===== src/rtl/scan_sequencer.sv =====
// scan_sequencer: drives select/enable of a 3-to-8 one-hot decoder, stepping
// through the channels enabled in a latched mask in ascending order, holding
// each for dwell+1 cycles, in continuous or single-pass mode.
module scan_sequencer #(
    parameter int DWELL_W = 8
) (
    input  logic               clk,
    input  logic               rst_n,
    input  logic               start,
    input  logic               stop,
    input  logic               mode,
    input  logic [DWELL_W-1:0] dwell,
    input  logic [7:0]         mask,
    output logic [2:0]         sel,
    output logic               en,
    output logic               busy,
    output logic               pass_done
);

    typedef enum logic {
        IDLE   = 1'b0,
        ACTIVE = 1'b1
    } state_t;

    state_t             state_q, state_d;
    logic [2:0]         sel_q, sel_d;
    logic [DWELL_W-1:0] cnt_q, cnt_d;
    logic [DWELL_W-1:0] dwell_q, dwell_d;
    logic [7:0]         mask_q, mask_d;
    logic               mode_q, mode_d;
    logic               pass_done_q, pass_done_d;

    // Returns {found, index} of the lowest set bit of m.
    function automatic logic [3:0] lowest_bit(input logic [7:0] m);
        logic [3:0] r;
        r = 4'd0;
        for (int i = 7; i >= 0; i--) begin
            if (m[i]) r = {1'b1, 3'(i)};
        end
        return r;
    endfunction

    // Returns {found, index} of the lowest set bit of m strictly above s.
    function automatic logic [3:0] next_bit(input logic [7:0] m, input logic [2:0] s);
        logic [3:0] r;
        r = 4'd0;
        for (int i = 7; i >= 0; i--) begin
            if (m[i] && (i > int'(s))) r = {1'b1, 3'(i)};
        end
        return r;
    endfunction

    logic [3:0] start_pick;
    logic [3:0] next_pick;
    logic [3:0] wrap_pick;

    assign start_pick = lowest_bit(mask);
    assign next_pick  = next_bit(mask_q, sel_q);
    assign wrap_pick  = lowest_bit(mask_q);

    // State register and all output registers; reset clears everything at once.
    always_ff @(posedge clk or negedge rst_n) begin
        if (!rst_n) begin
            state_q     <= IDLE;
            sel_q       <= 3'd0;
            cnt_q       <= '0;
            dwell_q     <= '0;
            mask_q      <= 8'd0;
            mode_q      <= 1'b0;
            pass_done_q <= 1'b0;
        end else begin
            state_q     <= state_d;
            sel_q       <= sel_d;
            cnt_q       <= cnt_d;
            dwell_q     <= dwell_d;
            mask_q      <= mask_d;
            mode_q      <= mode_d;
            pass_done_q <= pass_done_d;
        end
    end

    // Next-state logic: start latches settings, stop aborts, dwell expiry advances or wraps.
    always_comb begin
        state_d     = state_q;
        sel_d       = sel_q;
        cnt_d       = cnt_q;
        dwell_d     = dwell_q;
        mask_d      = mask_q;
        mode_d      = mode_q;
        pass_done_d = 1'b0;

        case (state_q)
            IDLE: begin
                if (start && !stop && start_pick[3]) begin
                    mask_d  = mask;
                    dwell_d = dwell;
                    mode_d  = mode;
                    sel_d   = start_pick[2:0];
                    cnt_d   = dwell;
                    state_d = ACTIVE;
                end
            end
            ACTIVE: begin
                if (stop) begin
                    state_d = IDLE;
                end else if (cnt_q != '0) begin
                    cnt_d = cnt_q - DWELL_W'(1);
                end else if (next_pick[3]) begin
                    sel_d = next_pick[2:0];
                    cnt_d = dwell_q;
                end else begin
                    pass_done_d = 1'b1;
                    if (!mode_q) begin
                        sel_d = wrap_pick[2:0];
                        cnt_d = dwell_q;
                    end else begin
                        state_d = IDLE;
                    end
                end
            end
            default: state_d = IDLE;
        endcase
    end

    assign sel       = sel_q;
    assign en        = (state_q == ACTIVE);
    assign busy      = (state_q == ACTIVE);
    assign pass_done = pass_done_q;

endmodule

===== config.mk =====
export PLATFORM = sky130hd
export DESIGN_NAME = scan_sequencer
export DESIGN_NICKNAME = d
export VERILOG_FILES = /design/src/rtl/scan_sequencer.sv
export SDC_FILE = /design/constraint.sdc
export NUM_CORES = 1
export LEC_CHECK = 0
export CAP_MARGIN = 20
export CORE_ASPECT_RATIO = 1.75
export CORE_MARGIN = 8
export CORE_UTILIZATION = 45
export CTS_CLUSTER_SIZE = 25
export DETAILED_ROUTE_END_ITERATION = 16
export PLACE_DENSITY = 0.68
export REMOVE_ABC_BUFFERS = 1
export SYNTH_ARGS = -nofsm -noshare
export SYNTH_HDL_FRONTEND = slang
export SYNTH_SLANG_ARGS = --single-unit

===== constraint.sdc =====
create_clock -name clk -period 2.75 [get_ports clk]
set_input_delay 0.4125 -clock clk [delete_from_list [all_inputs] [get_ports clk]]
set_output_delay 0.4125 -clock clk [all_outputs]
set_load 0.01 [all_outputs]

## Word-level counts from Yosys, hierarchy flattened

Index checks and enable logic that the tools add are counted.

| cells by class | value |
|---|---|
| order comparisons | 7 |
| $add $sub $neg | 1 |
| reductions and logical operators | 14 |
| muxes and demuxes | 45 |
| eq/ne operators | 5 |
| bitwise gates (word level) | 1 |

Operators by type and width:

| operator | number |
|---|---|
| 2-to-1 mux 4 bit | 15 |
| 2-to-1 mux 8 bit | 5 |
| 2-to-1 mux 3 bit | 13 |
| one-hot mux 8 bit (2 select lines) | 1 |
| > comparator 3 bit (first input constant) | 4 |
| logical AND 1 bit | 9 |
| 2-to-1 mux 1 bit | 9 |
| nonzero test 8 bit | 1 |
| subtractor 8 x 1 -> 8 bit (second input constant) | 1 |
| > comparator 2 x 3 -> 1 bit (first input constant) | 2 |
| inequality test 2 bit (second input constant) | 3 |
| one-hot mux 3 bit (2 select lines) | 1 |
| inequality test 4 x 2 -> 1 bit (second input constant) | 1 |
| AND reduction 4 bit | 1 |
| > comparator 1 x 3 -> 1 bit (first input constant) | 1 |
| inequality test 3 x 2 -> 1 bit (second input constant) | 1 |
| AND reduction 3 bit | 1 |
| one-hot mux 1 bit (2 select lines) | 1 |
| AND reduction 2 bit | 1 |
| logical NOT 1 bit | 1 |
| NOT 1 bit | 1 |

| word-level totals | value |
|---|---|
| output and inout port bits | 6 |
| word-level logic and storage cells | 80 |
| input bits | 21 |
| bits in registers | 30 |

## Depth between registers and ports, before layout

| depth | value |
|---|---|
| depth in word-level cells | 13 |
| gate-level depth with buffers | 9 |
| depth with buffers taken out | 8 |

## Least setup slack after synthesis

No wires, ideal clock.

| timing path | value |
|---|---|
| kind | register to register |
| start point | register cnt_q[3] |
| end point | register cnt_q[2] |
| library setup time | 125 ps |
| cell stages (with the launch flop) | 9 |
| path buffers | 2 |
| data arrival time | 2046 ps |
| clock period less this slack | 2171 ps |
| path slack | 579 ps |
| path through | dfrtp_1 > or4_1 > buf_2 > nor3_2 > and2_2 > a31oi_4 > or2_1 > buf_6 > mux2_4 |

| between the ends | value |
|---|---|
| word-level cells in the longest chain between the ends | 4 |
| elaborated cells between the ends (all ways) | 6 |
| those cells by class | eq/ne (1); mux (3); reduce/logical (2) |

RTL lines:

| item | RTL line | text |
|---|---|---|
| start, declared | 27 | `logic [DWELL_W-1:0] cnt_q, cnt_d;` |
| start signal, assigned | 74 | `cnt_q <= cnt_d;` |
| nonzero test 8 bit (*) | 106 | `end else if (cnt_q != '0) begin` |
| 2-to-1 mux 8 bit | 106 |  |
| 2-to-1 mux 8 bit | 104 | `if (stop) begin` |
| one-hot mux 8 bit (2 select lines) | 92 | `case (state_q)` |

Mark *: on every way between the ends. The rest lies on a longest branch, timed or not. The select of a mux whose other input is x is not followed.
A chain may end at the register's enable or synchronous reset.

## Worst setup path in the final report

| timing path | value |
|---|---|
| start point | input mask[4] |
| end point | register sel_q[1] (netlist: sel[1]) |

| between the ends | value |
|---|---|
| word-level cells in the longest chain between the ends | 8 |
| elaborated cells between the ends (all ways) | 10 |
| those cells by class | eq/ne (1); mux (7); reduce/logical (2) |

RTL lines:

| item | RTL line | text |
|---|---|---|
| start, declared | 13 | `input logic [7:0] mask,` |
| 2-to-1 mux 4 bit (*) (5 in series) | 38 | `if (m[i]) r = {1'b1, 3'(i)};` |
| logical AND 1 bit | 94 | `if (start && !stop && start_pick[3]) begin` |
| inequality test 2 bit (no source line) | -- |  |
| AND reduction 4 bit (no source line) | -- |  |
| end signal, assigned | 73 | `sel_q <= sel_d;` |
| end, declared | 26 | `logic [2:0] sel_q, sel_d;` |

Marks and branches as above.

==> flow_metrics.env <==
export IMPL_die_w_um=64.6
export IMPL_p_leak_uw=0.00101
export IMPL_yosysTopAreaCellShare=0.403
export IMPL_rr_worst_depth=6
export IMPL_final_layout_size_suffix_gt1_frac=0.120
export IMPL_fmax_mhz=414
export IMPL_crit_buf_inv=2
export IMPL_synth_seq_cells=30
export IMPL_hold_depth=2
export IMPL_syn_avg_cell_area_um2=8.96
export IMPL_die_h_um=101
export IMPL_yosys_top_cells_area="dfrtp_1, nand2_1, mux2_1"
export IMPL_portBuffers=26
export IMPL_seqCellArea_um2=751
export IMPL_drt_initial_drc_count=63
export IMPL_initial_utilization=0.457
export IMPL_track_usage=0.154
export IMPL_finClkSkew_ns=0.00901
export IMPL_clockBufferDepth=2
export IMPL_ant_nets=0
export IMPL_cts_resized_gates=0
export IMPL_hold_viol=0
export IMPL_core_area_um2=4070
export IMPL_layout_common_cells="nand2_1, dfrtp_1, clkdlybuf4s50_1"
export IMPL_maxSlewViolCount=0
export IMPL_vias_per_cell=5.51
export IMPL_worstSetupEndpointType="flip-flop"
export IMPL_core_rowCount=31
export IMPL_worstMarginPinSlew_ns=0.455
export IMPL_min_path_type="flip-flop to flip-flop"
export IMPL_critPathTopFamily="simple AND/OR/NAND/NOR gates"
export IMPL_antenna_found_initial=0
export IMPL_worstPathRequired_ns=2.91
export IMPL_period_needed_ns=2.41
export IMPL_slew_headroom=0.694
export IMPL_path_depth=7
export IMPL_fin_nets=264
export IMPL_multi_input_area_um2=1020
export IMPL_power_density_nw_per_um2=725
export IMPL_path_cells="clkdlybuf4s50_1 > or4_1 > nor4_2 > nand2b_1 > buf_4 > o31ai_2 > mux2_1"
export IMPL_synth_warnings=0
export IMPL_seq_area_frac_synth=0.403
export IMPL_cts_reportedPaths_clkPinSlew_ns=0.06
export IMPL_stdcell_count=291
export IMPL_drc=0
export IMPL_cts_made_buffers=5
export IMPL_grt_pass1_wl_um=7830
export IMPL_place_congestion=0.853
export IMPL_synthCells=208
export IMPL_drt_wl_total_um=4590
export IMPL_dieArea_um2=6540
export IMPL_hold_buffers=0
export IMPL_grt_overflow=0
export IMPL_setup_viol=0
export IMPL_finalSetupTns_ns=0
export IMPL_cap_viol_max_count=0
export IMPL_cp_max_fo=19
export IMPL_netlist_area_um2=1860
export IMPL_final_util=0.566
export IMPL_min_from="dwell_q[5]"
export IMPL_worstSetupPathType="input pin to flip-flop"
export IMPL_r2r_setup_slack_ns=0.38
export IMPL_area_growth_pct=23.7
export IMPL_final_common_cell="nand2_1"
export IMPL_n_fill_cell=383
export IMPL_hpwl_um=3540
export IMPL_crit_path_max_incr_delay_ns=0.58
export IMPL_peakVddDrop_mv=0.452
export IMPL_cp_start_kind="input pin"
export IMPL_num_vias=1603
export IMPL_clk_latency_ns=0.29
export IMPL_boundaryPins=27
export IMPL_critical_path_arrival_ns=2.58
export IMPL_routedWlPerCell_um=15.8
export IMPL_run_status="complete, no violations"
export IMPL_grt_pass1_vias=1673
export IMPL_cts_htree_levels=2
export IMPL_synth_top_area_cell="dfrtp_1"
export IMPL_fin_crit_sh=0.878
export IMPL_tritoncts="built"
export IMPL_synthArstFlopShare=1.00
export IMPL_cp_slowest_cell="or4_1"
export IMPL_cts_sinks=30
export IMPL_dp_cells=283
export IMPL_rsz0062_at_grt="no"
export IMPL_r2r_start="cnt_q[3]"
export IMPL_cts_setup_buffers=0
export IMPL_synth_edf_count=0
export IMPL_dr_pass1_iters=4
export IMPL_root_buffer="clkbuf_8"
export IMPL_ys_dominant_reg_cell="dfrtp_1"
export IMPL_grt_max_degree=31
export IMPL_n_antenna_cell=0
export IMPL_synth_cell_types=48
export IMPL_min_to="dwell_q[5]"
export IMPL_regToRegEndpoint="cnt_q[6]"
## through the flow
stage | total power, uW | setup slack, ns | hold slack (ns) | area (um^2)
after global routing | 1800 | 0.163 | 0.495 | 2300
final | 1670 | 0.336 | 0.479 | 2300
after global placement | 1300 | 0.0596 | 0.461 | 2210
after CTS | 1690 | 0.326 | 0.481 | 2300
after detailed placement | 1310 | 0.0362 | 0.462 | 2210
after floorplan | 1080 | 0.0267 | 0.117 | 1810
## state kept, by name, indices dropped and copies added, names as in the netlist
register   cells
dwell_q        8
sel            3
cnt_q          8
mask_q         8
busy           1
pass_done      1
mode_q         1
## how the worst max path moves through the flow
stage | from | endpoint | slack [ns]
finish | mask[4] | sel[1] | 0.34
global route | mask[4] | sel[0] | 0.16
CTS | mask[4] | sel[1] | 0.33
detailed placement | mask[6] | sel[1] | 0.04
global placement | mask[4] | sel[0] | 0.06
floorplan | mask[4] | cnt_q[6] | 0.03
## synthesized netlist by cell type, types with 4 or more instances
| cell type | instances |
|---|---|
| o21ai_1 | 6 |
| buf_2 | 4 |
| dfrtp_1 | 30 |
| nor2b_1 | 4 |
| nand2b_1 | 7 |
| o21ai_0 | 7 |
| mux2_1 | 12 |
| nand2_1 | 36 |
| clkbuf_1 | 5 |
| nor2_1 | 12 |
| nor3_1 | 11 |
| a21oi_1 | 13 |
| mux2i_1 | 6 |
| inv_1 | 7 |
## final cells by class
cell class                      instances  share of cell area
Sequential cell                        30               0.326
Clock inverter                          2             0.00543
Clock buffer                            6              0.0358
Timing Repair Buffer                   37               0.149
Inverter                                8              0.0130
Multi-Input combinational cell        159               0.445
Tap cell                               49              0.0266
## kinds of logic (layout without fill, tap and decap cells)
family	after synthesis	after routing	share of synthesized area
AND/OR/NAND/NOR	89	89	0.236
AO/OA/AOI/OAI	44	44	0.158
flip-flops	30	30	0.403
multiplexers	21	21	0.129
buffers and inverters	19	53	0.0470
XOR/XNOR	3	3	0.0141
adder cells (fa/ha/maj)	2	2	0.0134
## worst reg2reg max path: stages (launching register included)
cell	delay, ns
dfrtp_1	0.42
or4_1	0.67
nor3_2	0.18
and2_2	0.19
a31oi_4	0.11
or2_1	0.36
mux2_4	0.33
## per-layer routing
metal | wire (um) | GRT usage
met3 | 175 | 0.0401
met1 | 1730 | 0.148
met2 | 2520 | 0.286
met4 | 157 | 0.0794
met5 | 0 | 0
## power breakdown
part,internal (uW),switching (uW),total [uW]
Clock,201,172,372
Sequential,557,162,719
Combinational,301,278,579
Note: power is estimated with default switching activity, not from simulation.
